==> src/rtl/clkctl_pkg.sv <==
// Shared state encodings for the CPU clock-enable sequencer.
package clkctl_pkg;

  localparam int unsigned STATE_W = 2;

  localparam logic [STATE_W-1:0] ST_HALT  = 2'd0;
  localparam logic [STATE_W-1:0] ST_RUN   = 2'd1;
  localparam logic [STATE_W-1:0] ST_STEP  = 2'd2;
  localparam logic [STATE_W-1:0] ST_BURST = 2'd3;

endpackage

==> src/rtl/clk_prescaler.sv <==
// Programmable prescaler: counts 0..divisor and flags a tick on the terminal count.
module clk_prescaler #(
  parameter int unsigned DIV_WIDTH   = 16,
  parameter int unsigned DEFAULT_DIV = 2
) (
  input  logic                 i_clk,
  input  logic                 i_rst_n,
  input  logic                 i_clear,
  input  logic                 i_load,
  input  logic [DIV_WIDTH-1:0] i_div_in,
  output logic                 o_tick_c
);

  logic [DIV_WIDTH-1:0] r_div;
  logic [DIV_WIDTH-1:0] r_count;

  // A held clear (idle) suppresses the tick even though count==div may hold.
  assign o_tick_c = !i_clear && (r_count == r_div);

  always_ff @(posedge i_clk) begin
    if (!i_rst_n) begin
      r_div   <= DIV_WIDTH'(DEFAULT_DIV);
      r_count <= '0;
    end else begin
      if (i_load) begin
        r_div <= i_div_in;
      end
      if (i_load || i_clear || o_tick_c) begin
        r_count <= '0;
      end else begin
        r_count <= r_count + DIV_WIDTH'(1);
      end
    end
  end

endmodule

==> src/rtl/cpu_clock_controller.sv <==
// Run/halt/step/burst sequencer producing a one-cycle CPU clock-enable pulse.
// Macro CLKCTL_CYCLE_COUNT_EN builds the retired-enable counter; otherwise cycle_count is 0.
module cpu_clock_controller
  import clkctl_pkg::*;
#(
  parameter int unsigned DIV_WIDTH   = 16,
  parameter int unsigned DEFAULT_DIV = 2,
  parameter int unsigned BURST_WIDTH = 8,
  parameter int unsigned CNT_WIDTH   = 32
) (
  input  logic                   clock,
  input  logic                   reset,
  input  logic                   run_req,
  input  logic                   halt_req,
  input  logic                   step_req,
  input  logic                   burst_req,
  input  logic [BURST_WIDTH-1:0] burst_len,
  input  logic                   div_load,
  input  logic [DIV_WIDTH-1:0]   div_in,
  output logic                   cpu_en,
  output logic [STATE_W-1:0]     state,
  output logic                   busy,
  output logic [CNT_WIDTH-1:0]   cycle_count
);

  logic [STATE_W-1:0]     r_state;
  logic                   r_cpu_en;
  logic                   r_busy;
  logic [BURST_WIDTH-1:0] r_remaining;

  logic [STATE_W-1:0]     w_state_nxt;
  logic                   w_en_nxt;
  logic [BURST_WIDTH-1:0] w_rem_nxt;
  logic                   w_tick;
  logic                   w_idle;

  assign w_idle = (r_state == ST_HALT);

  clk_prescaler #(
    .DIV_WIDTH   (DIV_WIDTH),
    .DEFAULT_DIV (DEFAULT_DIV)
  ) u_prescaler (
    .i_clk    (clock),
    .i_rst_n  (reset),
    .i_clear  (w_idle),
    .i_load   (div_load),
    .i_div_in (div_in),
    .o_tick_c (w_tick)
  );

  always_ff @(posedge clock) begin
    if (!reset) begin
      r_state     <= ST_HALT;
      r_cpu_en    <= 1'b0;
      r_busy      <= 1'b0;
      r_remaining <= '0;
    end else begin
      r_state     <= w_state_nxt;
      r_cpu_en    <= w_en_nxt;
      r_busy      <= (w_state_nxt != ST_HALT);
      r_remaining <= w_rem_nxt;
    end
  end

  // Commands are only decoded in HALT; halt_req pre-empts any tick in active states.
  always_comb begin
    w_state_nxt = r_state;
    w_en_nxt    = 1'b0;
    w_rem_nxt   = r_remaining;
    if (r_state == ST_HALT) begin
      if (!halt_req) begin
        if (run_req) begin
          w_state_nxt = ST_RUN;
        end else if (burst_req) begin
          if (burst_len != '0) begin
            w_state_nxt = ST_BURST;
            w_rem_nxt   = burst_len;
          end
        end else if (step_req) begin
          w_state_nxt = ST_STEP;
        end
      end
    end else if (halt_req) begin
      w_state_nxt = ST_HALT;
    end else if (w_tick) begin
      w_en_nxt = 1'b1;
      if (r_state == ST_STEP) begin
        w_state_nxt = ST_HALT;
      end else if (r_state == ST_BURST) begin
        w_rem_nxt = r_remaining - BURST_WIDTH'(1);
        if (r_remaining == BURST_WIDTH'(1)) begin
          w_state_nxt = ST_HALT;
        end
      end
    end
  end

`ifdef CLKCTL_CYCLE_COUNT_EN
  logic [CNT_WIDTH-1:0] r_cycle_count;

  always_ff @(posedge clock) begin
    if (!reset) begin
      r_cycle_count <= '0;
    end else if (r_cpu_en) begin
      r_cycle_count <= r_cycle_count + CNT_WIDTH'(1);
    end
  end

  assign cycle_count = r_cycle_count;
`else
  assign cycle_count = CNT_WIDTH'(0);
`endif

  assign cpu_en = r_cpu_en;
  assign state  = r_state;
  assign busy   = r_busy;

endmodule

==> config.mk <==
export PLATFORM = sky130hd
export DESIGN_NAME = cpu_clock_controller
export DESIGN_NICKNAME = d
export VERILOG_FILES = /design/src/rtl/clkctl_pkg.sv /design/src/rtl/clk_prescaler.sv /design/src/rtl/cpu_clock_controller.sv
export SDC_FILE = /design/constraint.sdc
export NUM_CORES = 1
export LEC_CHECK = 0
export ABC_AREA = 0
export CELL_PAD_IN_SITES_DETAIL_PLACEMENT = 1
export CELL_PAD_IN_SITES_GLOBAL_PLACEMENT = 2
export CORE_ASPECT_RATIO = 0.5
export CORE_MARGIN = 1
export CORE_UTILIZATION = 28
export DETAILED_ROUTE_END_ITERATION = 10
export PLACE_DENSITY = 0.78
export SLEW_MARGIN = 20
export SYNTH_ARGS = -nofsm -noshare
export SYNTH_HDL_FRONTEND = slang
export SYNTH_HIERARCHICAL = 1
export SYNTH_SLANG_ARGS = --single-unit
==> constraint.sdc <==
create_clock -name clock -period 2.81 [get_ports clock]
set_input_delay 0.562 -clock clock [delete_from_list [all_inputs] [get_ports clock]]
set_output_delay 0.562 -clock clock [all_outputs]
set_load 0.005 [all_outputs]
==> results of run 1 <==
## state kept, by name, indices dropped and copies added, names as in the netlist
register and flops:
u_prescaler/r_count 16, u_prescaler/r_div 16, r_remaining 8, state 2, busy 1, cpu_en 1
## tightest hold or removal path: cells and delay by family (launching register included)
| kind | cells | cell delay (ps) |
|---|---|---|
| AO/OA/AOI/OAI | 1 | 60 |
| flip-flops | 1 | 320 |
| AND/OR/NAND/NOR | 1 | 60 |
## routing by layer
layer / wire length [microns] / global-route usage (%) / share of wire (%) / vias up
met5: 0 / 0 / 0 / -
met4: 31 / 2.95 / 0.53 / 0
met3: 315 / 3.56 / 5.4 / 4
met2: 2660 / 23.5 / 45 / 61
met1: 2840 / 16.8 / 49 / 931
li1: - / - / - / 967
## cell type report
class	instances	area (sq um)
fillers	994	5320
inverters	10	37.5
clock inverters	2	15.0
multi-input cells	219	1370
well taps	112	140
clock buffers	6	139
repair buffers	37	363
flip-flops and latches	44	881
## Yosys cell counts, types with 5 or more instances
master / n / area, sq um
nor2b_1: 16 / 100
nor4_1: 7 / 43.8
and3_1: 6 / 37.5
a21oi_1: 15 / 75.1
buf_4: 33 / 248
xnor2_1: 12 / 105
dfxtp_1: 44 / 881
xor2_1: 18 / 158
inv_1: 9 / 33.8
o32ai_1: 7 / 61.3
nor3_1: 5 / 25.0
nand2_1: 12 / 45.0
nor2_1: 32 / 120
nand3_1: 9 / 45.0
mux2i_1: 17 / 170
## worst min-delay path by stage
stage                           endpoint  slack (ps)  depth (start not counted)
final                     r_remaining[7]         490                          2
after global routing      r_remaining[7]         510                          2
after CTS                 r_remaining[7]         490                          2
after detailed placement  r_remaining[7]         480                          2
after global placement    r_remaining[7]         460                          2
after floorplan           r_remaining[7]         440                          2
## stage by stage
stage | utilization [%] | cells | total power (W) | hold slack, ps
after floorplan | - | 315 | 0.000822 | 440
after global placement | 33.7 | 422 | 0.000869 | 461
after detailed placement | 33.7 | 422 | 0.000872 | 476
after CTS | 35.6 | 430 | 0.00147 | 491
after global routing | 35.6 | 430 | 0.00152 | 512
final | 35.6 | 430 | 0.00146 | 492
## cell families (layout without fill, tap and decap cells)
family | count (synthesis) | after routing | share of synthesized area, %
AOI/OAI and AO/OA | 35 | 35 | 10.1
xor gates and xnor gates | 30 | 30 | 10.6
adders and majority gates | 3 | 3 | 1.52
buffers and inverters | 52 | 55 | 13.9
DFF | 44 | 44 | 35.6
muxes | 17 | 17 | 6.89
other | 1 | 32 | 0.152
and+or+nand+nor | 102 | 102 | 21.2
## timing repair
action                                  4_1_cts  5_1_grt
gates resized for setup                       0        1
endpoints found under the setup margin        0        1
endpoints found under the hold margin         0        0
## power breakdown
part	internal, W	switching (W)
logic	0.0000970	0.0000984
clock network	0.000354	0.000247
registers	0.000645	0.0000192
total	0.00110	0.000364
==> run_results.csv, run 1 <==
group,metric,value,unit
status,outcome,"finished, final reports clean",
synth,ys_ff_latch,44,
timing,min_period,2460,ps
detailed_routing,dr.pass1.iters,4,
cells_and_area,area_delta_synth_final,19.1,%
timing,tightest_slew,907,ps
detailed_routing,drc,0,
clock_network,clkLatencyLatePin,280,ps
synth,mappedNetlistArea,2470,sq um
detailed_routing,drt-total-wl,5.86,mm
cells_and_area,nNetsFinal,351,
worst_setup_path,r2r-end,"r_remaining[3]",
placement,dpl_worst_slack,250,ps
global_routing,grt_pass1_wl,9.47,mm
die,die_x,135,microns
global_routing,grt_antenna_before_repair,0,
timing,fin_setup_tns,0,ps
detailed_routing,wl_per_cell,13.6,microns
worst_setup_path,critPathKind,"flip-flop to flip-flop",
cells_and_area,num_antenna_cells,0,
placement,place.gp.congestion,0.868,
clock_network,cts_buffer_depth,2,
worst_setup_path,cp-endpoint,"r_remaining[3]",
die,die_area,9230,sq um
timing,finalSetupViolations,0,
cells_and_area,most-common-layout-cells,"44 x dfxtp_1, 34 x clkdlybuf4s50_1, 32 x nor2_1, 32 x conb_1, 18 x xor2_1",
clock_network,hold_buffers,0,
die,io_pins,67,
cells_and_area,final_layout_size_suffix_gt1_share,5.35,%
flow_run,drv_cap,0,
placement,hpwl,4.49,mm
die,die_h,68.4,microns
worst_hold_path,hold_start,"r_remaining[7]",
placement,placed_area,2790,sq um
global_routing,grt-ovfl-total,0,
clock_network,cts.root.buffer_cell,"clkbuf_16",
timing,slew_headroom,39.0,%
detailed_routing,ant_nets,0,
timing,fin_skew,3.81,ps
synth,seq_area_frac_synth,35.6,%
synth,avgSynthCellArea,8.70,sq um
worst_setup_path,reg2reg_from,"u_prescaler/r_count[7]",
detailed_routing,drtIter0Drc,75,
worst_setup_path,critPathTopFamily,"simple AND/OR/NAND/NOR gates",
placement,port_buffers,34,
clock_network,clock-sinks,44,
worst_setup_path,slowest_delay,430,ps
timing,worst_slack,351,ps
clock_network,cts_tree,"built",
worst_setup_path,critPathLaunch,"u_prescaler/r_count[7]",
clock_network,cts_setup_buffers,0,
detailed_routing,vias_per_cell,4.57,
worst_setup_path,worstPathArrival,2650,ps
die,floorplan.core_area,8260,sq um
synth,ys_types,42,
clock_network,clkTransAtPathRegs,60,ps
worst_setup_path,worst-path-stages,8,
timing,slew_viol_final,0,
synth,synth_warnings,6,
global_routing,grt_max_degree,17,
global_routing,grt_pass1_vias,1937,
timing,finalHoldViolations,0,
worst_setup_path,cp-end-kind,"flip-flop",
power,vdd_ir_drop_max,0.263,mV
timing,period_share,87.5,%
worst_setup_path,reg2reg_slack,350,ps
worst_setup_path,worstPathCellList,"xor2_1 -> nor4_1 -> nand4_1 -> nor2_1 -> nand2_1 -> or3_4 -> and2_4 -> o32ai_1",
clock_network,htree_num_levels,2,
timing,rsz0062_at_grt,"false",
clock_network,cts_buffers,5,
worst_setup_path,worstSetupStartpointType,"flip-flop",
synth,ys_dominant_reg_cell,"dfxtp_1",
worst_setup_path,critPathBufInv,0,
cells_and_area,final_common_cell,"dfxtp_1",
worst_setup_path,cp_max_fo,10,
synth,synthArstFlopShare,0,%
timing,max_freq,0.407,GHz
worst_setup_path,r2r_cells,8,
worst_setup_path,slowest_stage,"dfxtp_1",
global_routing,grtUsageTotal,13.4,%
synth,synthCells,284,
synth,synth_edf_count,0,
worst_hold_path,holdCritPathClass,"flip-flop to flip-flop",
die,start_util,29.9,%
die,rows,23,
power,powerDensity,496,nW/um^2
power,p_leak,1.18,nW
cells_and_area,fin_area,2940,sq um
detailed_routing,via_count,1963,
worst_setup_path,required,3000,ps
Note: power is estimated with default switching activity, not from simulation.
==> run 2, diff against run 1 <==
--- a/config.mk
+++ b/config.mk
@@ -11,7 +11,9 @@
 export CORE_ASPECT_RATIO = 0.5
 export CORE_MARGIN = 1
 export CORE_UTILIZATION = 28
+export CTS_CLUSTER_SIZE = 24
 export DETAILED_ROUTE_END_ITERATION = 10
+export MAX_ROUTING_LAYER = met4
 export PLACE_DENSITY = 0.78
 export SLEW_MARGIN = 20
 export SYNTH_ARGS = -nofsm -noshare
==> run 2 against run 1 <==
Combinational power about the same. Count of clock-buffer cells in the layout decreased by 1. Utilization increased by 0.26 points. Critical path depth unchanged. Routed wire length increased by 3.1%. Largest cell class unchanged. Highest routed layer unchanged.
==> run_results.csv, run 2 (synthesis results as in run 1) <==
group,metric,value,unit
clock_network,cts_tree,"built",
timing,slew_viol_final,0,
detailed_routing,ant_nets,0,
cells_and_area,num-fill-cells,997,
timing,finalSetupViolations,0,
die,io_pins,67,
worst_setup_path,cp_max_fo,10,
die,die_x,135,microns
worst_setup_path,critPathBufInv,0,
power,vdd_ir_drop_max,0.235,mV
worst_setup_path,slowest_stage,"or3_1",
die,floorplan.core_area,8260,sq um
cells_and_area,area_delta_synth_final,20.0,%
detailed_routing,drtIter0Drc,53,
status,outcome,"finished, final reports clean",
power,p_switching,0.000378,W
power,p_leak,1.20,nW
timing,slew_headroom,60.1,%
detailed_routing,dr.pass1.iters,4,
timing,min_period,2550,ps
clock_network,hold_buffers,0,
timing,period_share,90.7,%
worst_setup_path,critPathKind,"flip-flop to flip-flop",
clock_network,cts_buffer_depth,2,
timing,tightest_slew,594,ps
global_routing,grt_pass1_vias,2023,
worst_setup_path,worstPathArrival,2750,ps
placement,port_buffers,34,
power,p_sw_share,24.5,%
worst_setup_path,critPathTopFamily,"simple AND/OR/NAND/NOR gates",
global_routing,grt_pass1_wl,10.2,mm
detailed_routing,wl_per_cell,14.0,microns
cells_and_area,nNetsFinal,352,
global_routing,grt_antenna_before_repair,0,
clock_network,htree_num_levels,2,
worst_hold_path,holdCritPathClass,"flip-flop to flip-flop",
timing,fin_setup_tns,0,ps
detailed_routing,drt-total-wl,6.04,mm
timing,finalHoldViolations,0,
timing,rsz0062_at_grt,"false",
power,p_int,0.00117,W
power,power.share.clock,44.1,%
global_routing,grtUsageTotal,15.0,%
worst_setup_path,required,3010,ps
timing,fin_skew,10.8,ps
power,powerDensity,521,nW/um^2
worst_setup_path,slowest_delay,490,ps
clock_network,cts_resized,0,
clock_network,cts_buffers,5,
cells_and_area,final_common_cell,"dfxtp_1",
worst_setup_path,worstPathCellList,"xor2_1 -> nor4_1 -> nand4_1 -> nor2_1 -> nand2_1 -> or3_1 -> and2_4 -> o32ai_1",
detailed_routing,via_count,1955,
die,die_area,9230,sq um
timing,hold_slack,482,ps
placement,placed_cells,423,
timing,max_freq,0.392,GHz
clock_network,clkLatencyLatePin,290,ps
cells_and_area,final_layout_size_suffix_gt1_share,5.33,%
flow_run,drv_cap,0,
detailed_routing,drc,0,
power,combPwrFrac,12.8,%
cells_and_area,fin_cells,431,
global_routing,grt-ovfl-total,0,
detailed_routing,vias_per_cell,4.54,
die,rows,23,
worst_setup_path,worstSetupStartpointType,"flip-flop",
worst_setup_path,cp-end-kind,"flip-flop",
clock_network,cts_setup_buffers,0,
power,seqPwrFrac,43.0,%
placement,place.gp.congestion,0.835,
clock_network,cts.root.buffer_cell,"clkbuf_16",
cells_and_area,num_antenna_cells,0,
placement,hpwl,4.67,mm
cells_and_area,largest_registers,"u_prescaler/r_count: 16 flops, u_prescaler/r_div: 16 flops, r_remaining: 8 flops",
die,die_h,68.4,microns
global_routing,grt_max_degree,19,
die,start_util,29.9,%
cells_and_area,most-common-layout-cells,"44 x dfxtp_1, 34 x clkdlybuf4s50_1, 32 x nor2_1, 32 x conb_1, 18 x xor2_1",
clock_network,clkTransAtPathRegs,70,ps
clock_network,clock-sinks,44,
==> run 2: cell types whose count changed in the layout (fill, tap and decap cells not counted) <==
cell and change:
clkinv_4 +2, clkinvlp_4 -2, buf_4 +1, bufinv_16 +1, clkbuf_8 -1, or3_1 +1
or3_4 -1
==> run 2: worst reg2reg max path: stages, from the launching register on <==
cell	delay [ps]
dfxtp_1	360
xor2_1	160
nor4_1	320
nand4_1	260
nor2_1	200
nand2_1	130
or3_1	490
and2_4	260
o32ai_1	280
==> run 2: per-stage QoR <==
step                util [%]  worst slack (ps)  cell area [sq um]  power, W
floorplan                  -               206               2590  0.000822
global placement        33.8               306               2790  0.000875
detailed placement      33.8               235               2790  0.000877
CTS                     35.9               233               2970   0.00156
global route            35.9              15.7               2970   0.00161
finish                  35.9               261               2970   0.00154
==> run 2: path summary, 6_finish.rpt <==
check / startpoint / end / slack, ps / cells past startpoint
worst min-delay path: r_remaining[6] / r_remaining[6] / 480 / 2
worst min register to register: r_remaining[6] / r_remaining[6] / 480 / 2
worst max register to register: u_prescaler/r_count[7] / r_remaining[2] / 260 / 8
worst max-delay path: u_prescaler/r_count[7] / r_remaining[2] / 260 / 8
==> run 2: routing by layer <==
layer / GRT usage, % / routed length [microns]
met5: - / 0
met4: 5.06 / 65
met3: 3.11 / 244
met2: 25.1 / 2790
met1: 18.3 / 2940
==> run 2: power groups by stage <==
stage / clock [W] / combinational, W / sequential, W
after floorplan: 0 / 0.000149 / 0.000672
after global placement: 0 / 0.000197 / 0.000678
after detailed placement: 0 / 0.000198 / 0.000679
after CTS: 0.000695 / 0.000199 / 0.000665
after global routing: 0.000726 / 0.000220 / 0.000668
final: 0.000682 / 0.000198 / 0.000665
==> run 2: cell type report <==
cell class | instances | area [sq um] | share of cell area (%)
Clock buffer | 5 | 125 | 4.22
Clock inverter | 3 | 47.5 | 1.60
Inverter | 10 | 37.5 | 1.27
Multi-Input combinational cell | 219 | 1360 | 46.0
Sequential cell | 44 | 881 | 29.7
Tap cell | 112 | 140 | 4.73
Timing Repair Buffer | 38 | 370 | 12.5
